===== src/rtl/dmem_bus_if.sv =====
// Data-memory bus bridge: one outstanding req/ack transaction per M-stage access.
// Optional bus-wait abandonment is compiled in with `define DMEM_TIMEOUT_EN.
module dmem_bus_if #(
  parameter int unsigned TIMEOUT = 16
) (
  input  logic        CLK,
  input  logic        Reset_n,
  input  logic        MemWrite,
  input  logic        MemRead,
  input  logic [31:0] Addr,
  input  logic [31:0] WriteData,
  output logic [31:0] ReadData,
  output logic        Stall,
  output logic        Fault,
  output logic        BusReq,
  output logic        BusWE,
  output logic [31:0] BusAddr,
  output logic [31:0] BusWData,
  input  logic [31:0] BusRData,
  input  logic        BusAck
);

  typedef enum logic [1:0] {
    IDLE = 2'd0,
    BUSY = 2'd1,
    DONE = 2'd2
  } state_t;

  state_t state;
  logic   access;
  logic   aligned;

  if (TIMEOUT < 2 || TIMEOUT > 255) begin : g_bad_timeout
    $error("dmem_bus_if: TIMEOUT must be 2..255");
  end

  assign access  = MemWrite | MemRead;
  assign aligned = (Addr[1:0] == 2'b00);

  // Combinational so the core freezes in the very cycle the access appears.
  assign Stall = Reset_n &
                 (((state == IDLE) & access) | (state == BUSY));

`ifdef DMEM_TIMEOUT_EN
  localparam logic [7:0] TLast = 8'(TIMEOUT - 1);
  logic [7:0] wait_cnt;
`endif

  always_ff @(posedge CLK or negedge Reset_n) begin
    if (!Reset_n) begin
      state    <= IDLE;
      ReadData <= '0;
      Fault    <= 1'b0;
      BusReq   <= 1'b0;
      BusWE    <= 1'b0;
      BusAddr  <= '0;
      BusWData <= '0;
`ifdef DMEM_TIMEOUT_EN
      wait_cnt <= '0;
`endif
    end else begin
      unique case (state)
        IDLE: begin
          if (access && aligned) begin
            BusAddr  <= Addr;
            BusWData <= WriteData;
            BusWE    <= MemWrite;
            BusReq   <= 1'b1;
            state    <= BUSY;
`ifdef DMEM_TIMEOUT_EN
            wait_cnt <= '0;
`endif
          end else if (access) begin
            ReadData <= '0;
            Fault    <= 1'b1;
            state    <= DONE;
          end
        end
        BUSY: begin
          if (BusAck) begin
            BusReq <= 1'b0;
            if (!BusWE) ReadData <= BusRData;
            state  <= DONE;
          end
`ifdef DMEM_TIMEOUT_EN
          else if (wait_cnt == TLast) begin
            BusReq <= 1'b0;
            if (!BusWE) ReadData <= 32'hDEAD_BEEF;
            Fault  <= 1'b1;
            state  <= DONE;
          end else begin
            wait_cnt <= wait_cnt + 8'd1;
          end
`endif
        end
        DONE: begin
          // Inputs here belong to the access just serviced; never re-issue.
          Fault <= 1'b0;
          state <= IDLE;
        end
        default: state <= IDLE;
      endcase
    end
  end

endmodule


===== config.mk =====
export PLATFORM = sky130hd
export DESIGN_NAME = dmem_bus_if
export DESIGN_NICKNAME = d
export VERILOG_FILES = /design/src/rtl/dmem_bus_if.sv
export SDC_FILE = /design/constraint.sdc
export NUM_CORES = 1
export LEC_CHECK = 0
export CELL_PAD_IN_SITES_DETAIL_PLACEMENT = 1
export CELL_PAD_IN_SITES_GLOBAL_PLACEMENT = 1
export CORE_MARGIN = 1
export CORE_UTILIZATION = 33
export DETAILED_ROUTE_END_ITERATION = 8
export PLACE_DENSITY_LB_ADDON = 0.1
export SLEW_MARGIN = 30
export SYNTH_ARGS = -nofsm -noshare
export SYNTH_HDL_FRONTEND = slang
export SYNTH_SLANG_ARGS = --single-unit

===== constraint.sdc =====
create_clock -name CLK -period 3.21 [get_ports CLK]
set_clock_uncertainty 0.2 [all_clocks]
set_input_delay 0.321 -clock CLK [delete_from_list [all_inputs] [get_ports CLK]]
set_output_delay 0.321 -clock CLK [all_outputs]
set_load 0.02 [all_outputs]

; ---- Yosys cells after proc, flatten, opt, wreduce, memory -nomap -nowiden
; Index checks and enable logic that the tools add are counted.
[totals]
reg_bits = 101
mem_count = 0
rom_bits = 0
out_inout_bits = 100
latch_bits = 0
ramBits = 0
[op_classes]
addsub = 0
mux = 15
eq_ne = 8
n_reduce_logical = 10
bitwise_logic = 4
magnitude_cmp = 0
shifts = 0
div = 0
mul = 0
[ops]
columns = operator, n
row1 = $mux 32, 4
row2 = $pmux 32 s2, 1
row3 = $ne 2x2->1 const B, 4
row4 = $mux 2, 3
row5 = $reduce_and 3->1, 2
row6 = $reduce_and 5->1, 1
row7 = $logic_not 2->1, 2
row8 = $mux 1, 4
row9 = $pmux 1 s2, 2
row10 = $pmux 2 s2, 1
row11 = $reduce_and 2->1, 2
row12 = $reduce_bool 2->1, 2
row13 = $ne 3x2->1 const B, 1
row14 = $and 1x1->1, 2
row15 = $eq 2x1->1 const B, 1
row16 = $eq 2x2->1 const B, 1
row17 = $ne 2x1->1 const B, 1
row18 = $or 1x1->1, 2
row19 = $logic_and 1x1->1, 1

; ---- Depth between registers and ports, before layout
; Gate-level depths: netlist (run 1).
[depth]
word_depth = 4
ltp_mapped = 6

; ---- Worst setup path before layout (run 1)
; No wires, ideal clock.
[synth_timing]
path_type = reg2reg
start = register state[0]
end = register BusAddr[10]
n_path_buf = 3
t_arrival_ns = 1.671
period_less_slack_ns = 1.997
slack_ns = 1.213
stages_incl_launch_ff = 7
cell_sequence = dfrtp_1 o21bai_4 or4_1 clkbuf_1 buf_6 buf_6 mux2_4
[synth_between]
elab_chain_cells = 2
[synth_rtl]
columns = item, line_no
row1 = "start, declared", 29  ; state_t state;
row2 = "start signal, assigned", 51  ; state <= IDLE;
row3 = "start signal, assigned", 69  ; state <= BUSY;
row4 = "start signal, assigned", 76  ; state <= DONE;
row5 = $logic_not 2->1, 62  ; unique case (state)
row6 = $reduce_and 2->1 (no source line), --
row7 = "end signal, assigned", 65  ; BusAddr <= Addr;
row8 = "end, declared", 17  ; output logic [31:0] BusAddr,
; No other way between the ends.
; A chain may end at the register's enable or synchronous reset.

; ---- Worst setup path after layout (run 1)
[layout_timing]
start = input Reset_n
end = output Stall
[layout_between]
elab_chain_cells = 1
[layout_rtl]
columns = item, line_no
row1 = "start, declared", 7  ; input logic Reset_n,
row2 = $and 1x1->1, 41  ; assign Stall = Reset_n &
row3 = "end, declared", 13  ; output logic Stall,
; No other way between the ends.

==> impl_summary.txt, run 1 <==
----------------------------------------------------
[Yosys]
  Synth area leader ... dfrtp_1
  Most frequently used cell type in the post-synthesis netlist ... dfrtp_1
  Post-synth ARST share ... 1.00
  Number of enable-type register cells in the synthesized netlist ... 0
  Area share of the largest cell type after synthesis ... 0.638
  Share of the yosys chip area belonging to registers ... 0.638
  Synth area leaders ... dfrtp_1 (64%), mux2_2 (11%), mux2_4 (9.9%), o2bb2ai_1 (7.1%), nand2_1 (3.2%)
  Most instantiated cells after synthesis ... dfrtp_1 (101), mux2_2 (37), nand2_1 (34), o2bb2ai_1 (32), mux2_4 (26)
  Mapped Cells ... 265
  Yosys cell types ... 19
  Mean post-synth cell area ... 15.0 um^2
  Count of state elements after synthesis ... 101
  Post-synth top flop ... dfrtp_1
  Summed instance area of the synthesized netlist ... 3960 um^2
  Synth warnings ... 0
  Net count after synthesis ... 366

[Timing]
  Setup WS post-layout ... 0.841 ns
  Fin. Hold Viols ... 0
  Headroom to the max-slew limit ... 0.456
  Total negative slack for setup checks ... 0 ns
  Worst Tran Pin Value ... 0.816 ns
  Fraction of the cycle the final worst path needs ... 0.738
  Setup violation total in the final timing report ... 0
  Unrepaired setup endpoints after global routing ... no
  Slew Limit Fails ... 0
  Highest achievable clock rate ... 422 MHz
  Final min period ... 2.37 ns

[Clock network]
  TritonCTS clock tree ... done
  Clk slew on worst S/H paths ... 0.06 ns
  Inserted Clock Buffers ... 9
  Hold Buf Count CTS ... 1
  Buffer depth of the longest clock path ... 2
  Clock latency at the later pin of the worst-skew pair ... 0.34 ns
  Deepest level of the CTS H-tree ... 3
  CTS root buffer ... clkbuf_16
  CTS resizes ... 0
  Sink Count ... 101
  Post-CTS setup-driven buffer insertion count ... 0

[Critical path]
  Crit Path Max Fanout ... 2
  Cell at the slowest stage of the critical path ... clkdlybuf4s50_1
  FF-to-FF Start ... state[0]
  Flop2flop setup slack ... 0.93 ns
  CP Data Required Time ... 2.69 ns
  Worst setup SP type ... input port
  Depth of the worst register-to-register path ... 4
  Cells along the critical path ... dlygate4sd3_1 > buf_4 > nor3b_1 > clkdlybuf4s50_1
  Critical setup path kind ... in2out
  Bufs and invs on worst path ... 3
  Endpoint of the worst register-to-register path ... BusAddr[20]
  Critical path data arrival time ... 1.85 ns
  Delay-heaviest family, CP ... buffers and inverters
  Max incr delay on CP ... 0.66 ns
  Category of the worst setup path capture point ... output pin

[Place]
  Placed wire-length estimate after detailed placement ... 7990 um
  PortBufs ... 200
  Routability congestion estimate ... 0.699
  Total cell area at the placement stage ... 6120 um^2
  Place WS ... 0.591 ns

[Route]
  Routed via count divided by cell count ... 4.73
  Routed length per instance ... 18.1 um
  Number of violations reported at the end of detailed-routing iteration 0 ... 143
  Detailed-route via count ... 2899
  First-pass detailed-route iteration total ... 6
  Wire length after detailed routing ... 11100 um
  Post-detailed-route count of antenna-violating nets ... 0
  Detailed-route DRC error count ... 16

[Hold path]
  Hold path start ... BusAddr[0]
  Tightest Hold Check Type ... reg2reg
  Hold path depth ... 1
  Capture endpoint of the worst hold path ... BusAddr[0]

[Floorplanning]
  Die ar. ... 12500 um^2
  Row cnt ... 39
  Die Span X ... 112 um
  Die height ... 112 um
  # IOs ... 201
  Core ar. ... 11600 um^2
  Initial core utilization ... 0.343

[Global route]
  Number of antenna violations at the first check in global routing ... 1
  Maximum number of pins on one net before global-route repair ... 63
  First-pass GRT wire length ... 18000 um
  All-layer global routing usage ... 0.188
  Global-route congestion overflow total ... 0
  Number of global-route vias before repair ... 3196

[Job]
  Max-cap violation count ... 0

[Pwr]
  Power per unit of standard cell area ... 777 nW/um^2
  Leakage ... 0.00275 uW
  VDD IR-drop max ... 0.418 mV

[Final layout]
  Area growth syn-to-layout ... 62.4%
  Count of nets after finishing ... 566
  Cell area after layout ... 6430 um^2
  Ratio of cells with drive above 1 in the final layout ... 0.187
  Number of inserted diodes ... 0

[Status]
  Result of the run ... complete, but fails checks
  Failing checks ... DRC

----------------------------------------------------
flip-flops by register name, summed over array words and instances (netlist names):
signal and count:
BusAddr 32, state 2, BusReq 1, BusWE 1
ReadData 32, BusWData 32, Fault 1
kinds of logic (layout without fill, tap and decap cells):
kind of cell,count (synthesis),in the layout,synth area share
compound gates,36,36,0.0818
buf+inv,19,224,0.0265
flops,101,101,0.638
mux,63,63,0.204
simple gates,46,46,0.0502
worst max-delay path by stage:
stage / start / end / slack, ns / depth (start not counted)
after global placement: MemRead / BusAddr[4] / 0.62 / 4
final: Reset_n / Stall / 0.84 / 4
after CTS: Reset_n / Stall / 0.84 / 4
after floorplan: state[0] / BusAddr[10] / 1.21 / 6
after global routing: Reset_n / Stall / 0.81 / 4
after detailed placement: MemWrite / BusAddr[24] / 0.59 / 5
routing by layer:
| metal | global-route usage | share of wire |
|---|---|---|
| met1 | 0.229 | 0.41 |
| met2 | 0.305 | 0.47 |
| met3 | 0.0893 | 0.11 |
| met4 | 0.0423 | 0.011 |
| met5 | 0 | 0 |
power breakdown:
part           leakage (uW)  internal [uW]  switching [uW]
logic               0.00134           1100             889
registers           0.00126           1650             210
clock network      0.000153            680             471
total               0.00275           3430            1570
cells in the final DEF, fill, tap and decap left out:
cell type / synthesis / layout
clkdlybuf4s50_1: 0 / 199
dfrtp_1: 101 / 101
mux2_2: 37 / 37
nand2_1: 34 / 34
o2bb2ai_1: 32 / 32
mux2_4: 26 / 26
clkbuf_16: 0 / 9
buf_4: 0 / 6
nor2_1: 4 / 3
clkinv_2: 0 / 3
and2_1: 2 / 2
a2bb2oi_1: 2 / 2
bufinv_16: 0 / 2
clkbuf_1: 11 / 2
nor3_1: 2 / 1
nor3b_1: 1 / 1
o21bai_4: 1 / 1
or4_4: 0 / 1
inv_1: 1 / 1
o31ai_1: 1 / 1
nand3b_1: 1 / 1
nor2_2: 0 / 1
or4bb_1: 1 / 1
nor3_2: 0 / 1
dlygate4sd3_1: 0 / 1
buf_16: 0 / 1
cell type report:
type | instances | area [um^2]
well taps | 143 | 179
multi-input cells | 145 | 1340
flip-flops and latches | 101 | 2530
fillers | 1165 | 5130
inverters | 1 | 3.75
repair buffers | 207 | 2070
clock inverters | 5 | 75.1
clock buffers | 11 | 233
worst reg2reg max path: cells and delay by family (launching register included):
family	cells	cell delay, ns
multiplexers	1	0.33
buffers and inverters	1	0.31
flip-flops	1	0.44
AND/OR/NAND/NOR	1	0.67
AO/OA/AOI/OAI	1	0.22
stage by stage:
step                instances  utilization  power (uW)  hold WS [ns]
floorplan                 265            -        2830        -0.175
global placement          595        0.526        3830         0.244
detailed placement        596        0.529        3900         0.245
CTS                       613        0.556        5070         0.295
global route              613        0.556        5250         0.310
finish                    613        0.556        5000         0.294
Power figures use the tool's default switching activity.
==> run 2, diff against run 1 <==
- CORE_UTILIZATION: 33 -> 31
- clock period: 3.21 -> 2.2 ns (I/O delays scaled with it)
==> run 2 against run 1 <==
The flow now finishes without violations. Sequential cell count is the same. Critical path depth did not move. Worst setup slack got worse by 0.60 ns. Global-route usage shrank 1.2 points. Worst hold slack got worse by 0.070 ns. Clock-buffer cell count is 1 higher. Combinational power grew 46%. Die area increased by 6.3%. Core utilization down 2.4 points. Critical path type is now reg2reg. Critical endpoint is now BusAddr[19]. Largest power group unchanged.
==> impl_summary.txt, run 2 (synthesized netlist as in run 1, its figures left out) <==
----------------------------------------------------
[Critical path]
  FF-to-FF Start ... state[0]
  Critical setup path kind ... reg2reg
  Worst setup SP type ... register
  Flop2flop setup slack ... 0.24 ns (-0.69 ns)
  Critical path data arrival time ... 1.99 ns (+0.14 ns)
  Crit Path Max Fanout ... 10 (+8)
  CP Data Required Time ... 2.23 ns (-0.46 ns)
  Depth of the worst register-to-register path ... 4 (unchanged)
  Category of the worst setup path capture point ... register
  Endpoint of the worst register-to-register path ... BusAddr[19]

[Floorplanning]
  # IOs ... 201 (unchanged)
  Core ar. ... 12200 um^2 (+5.6%)
  Die height ... 115 um (+3.1%)
  Die ar. ... 13200 um^2 (+6.3%)
  Die Span X ... 115 um (+3.1%)
  Initial core utilization ... 0.324 (-0.0181)
  Row cnt ... 40 (+2.6%)

[Clock network]
  Buffer depth of the longest clock path ... 2 (unchanged)
  Inserted Clock Buffers ... 9 (unchanged)
  TritonCTS clock tree ... done
  Clock latency at the later pin of the worst-skew pair ... 0.35 ns (about the same)
  Deepest level of the CTS H-tree ... 3 (unchanged)
  Clk slew on worst S/H paths ... 0.07 ns (about the same)
  CTS root buffer ... clkbuf_16
  Sink Count ... 101 (unchanged)

[Timing]
  Final min period ... 1.96 ns
  Total negative slack for setup checks ... 0 ns (unchanged)
  Slew Limit Fails ... 0 (unchanged)
  Unrepaired setup endpoints after global routing ... no
  Headroom to the max-slew limit ... 0.611 (+0.155)
  Highest achievable clock rate ... 511 MHz
  Fraction of the cycle the final worst path needs ... 0.889
  Setup violation total in the final timing report ... 0 (unchanged)
  Worst Tran Pin Value ... 0.584 ns (-0.233 ns)
  Setup WS post-layout ... 0.245 ns (-0.596 ns)
  Fin. Hold Viols ... 0 (unchanged)

[Place]
  Routability congestion estimate ... 0.695 (-0.66%)
  PortBufs ... 200 (unchanged)
  Total cell area at the placement stage ... 6200 um^2 (+1.4%)
  Placed wire-length estimate after detailed placement ... 7790 um (-2.4%)
  Place WS ... -0.00709 ns (-0.598 ns)

[Final layout]
  Core Util, Final ... 0.533 (-0.0236)
  Ratio of cells with drive above 1 in the final layout ... 0.196 (+0.00856)
  Cell area after layout ... 6500 um^2 (+1.1%)
  Top library cells by usage in the layout, fill and taps aside ... clkdlybuf4s50_1 (198), dfrtp_1 (101), mux2_2 (37)
  Most common library cell in the layout ignoring fill and taps ... clkdlybuf4s50_1
  Number of inserted diodes ... 0 (unchanged)
  Biggest registers after layout ... BusAddr: 32 flops, BusWData: 32 flops, ReadData: 32 flops
  Area growth syn-to-layout ... 64.2%
  Count of nets after finishing ... 571 (+0.88%)

[Pwr]
  Switching power total ... 2280 uW (+45%)
  Leakage ... 0.00277 uW (+0.84%)
  Sequential cell fraction of total power ... 0.375 (+0.003)
  Power per unit of standard cell area ... 1110 nW/um^2 (+43%)
  Proportion of total power due to net switching ... 0.315 (+0.00141)
  Internal power ... 4940 uW (+44%)
  Logic pwr share ... 0.404 (+0.006)
  VDD IR-drop max ... 0.693 mV (+66%)
  Clock share of power ... 0.221 (-0.009)
  Post-layout total power ... 7210 uW (+44%)

[Route]
  First-pass detailed-route iteration total ... 4 (-2)
  Detailed-route via count ... 2921 (+0.76%)
  Post-detailed-route count of antenna-violating nets ... 0 (unchanged)
  Routed via count divided by cell count ... 4.54 (-3.9%)
  Detailed-route DRC error count ... 0 (-16)
  Routed length per instance ... 16.9 um (-6.9%)
  Number of violations reported at the end of detailed-routing iteration 0 ... 108 (-24%)
  Wire length after detailed routing ... 10900 um (-2.3%)

[Hold path]
  Tightest Hold Check Type ... in2reg
  Hold path start ... BusRData[25]
  Capture endpoint of the worst hold path ... ReadData[25]
  Hold path depth ... 2 (+1)

[Global route]
  Maximum number of pins on one net before global-route repair ... 102 (+62%)
  First-pass GRT wire length ... 17500 um (-2.7%)
  Number of antenna violations at the first check in global routing ... 0 (-1)
  Global-route congestion overflow total ... 0 (unchanged)
  All-layer global routing usage ... 0.176 (-0.0121)
  Number of global-route vias before repair ... 3188 (-0.25%)

[Job]
  Max-cap violation count ... 0 (unchanged)

[Status]
  Result of the run ... complete, no violations

----------------------------------------------------
==> run 2: worst max-delay path by stage <==
stage | from | depth (start not counted) | slack (ns) | to
finish | state[0] | 4 | 0.24 | BusAddr[19]
global placement | MemWrite | 5 | 0.03 | BusAddr[15]
global route | state[0] | 4 | 0.17 | BusAddr[17]
floorplan | state[0] | 6 | 0.20 | BusAddr[10]
CTS | state[0] | 4 | 0.22 | BusAddr[19]
detailed placement | MemWrite | 5 | -0.007 | BusAddr[19]
==> run 2: per-layer routing <==
layer | wire length [um] | track usage | vias up
li1 | - | - | 1344
met3 | 1200 | 0.0923 | 13
met5 | 0 | 0 | -
met2 | 5140 | 0.278 | 123
met1 | 4390 | 0.207 | 1441
met4 | 131 | 0.0571 | 0
==> run 2: power groups by stage <==
stage	combinational, uW	clock [uW]	sequential (uW)
after floorplan	728	0	3400
after global placement	2910	0	2720
after detailed placement	2950	0	2750
after CTS	2960	1660	2710
after global routing	3100	1730	2780
final	2910	1600	2700
==> run 2: timing repair <==
action | CTS | global route
resized for setup | 1 | 0
setup endpoints to repair | 1 | 0
hold buffers | 1 | 0
hold endpoints to repair | 101 | 0
buffers inserted | 0 | 0
==> run 2: per-stage QoR <==
| stage | hold WS, ns | instances |
|---|---|---|
| after floorplan | -0.276 | 265 |
| after global placement | 0.160 | 626 |
| after detailed placement | 0.167 | 626 |
| after CTS | 0.206 | 643 |
| after global routing | 0.216 | 643 |
| final | 0.224 | 643 |
==> run 2: layout make-up <==
cell class                      count  area (um^2)
Clock inverter                      4         47.5
Multi-Input combinational cell    145         1340
Inverter                            1         3.75
Clock buffer                       12          246
Fill cell                        1273         5710
Tap cell                          168          210
Timing Repair Buffer              212         2130
Sequential cell                   101         2530
==> run 2: critical path, stage by stage, from the launching register on <==
cell	delay, ns
dfrtp_1	0.44
o21bai_4	0.20
or4_4	0.47
buf_4	0.22
mux2_4	0.31
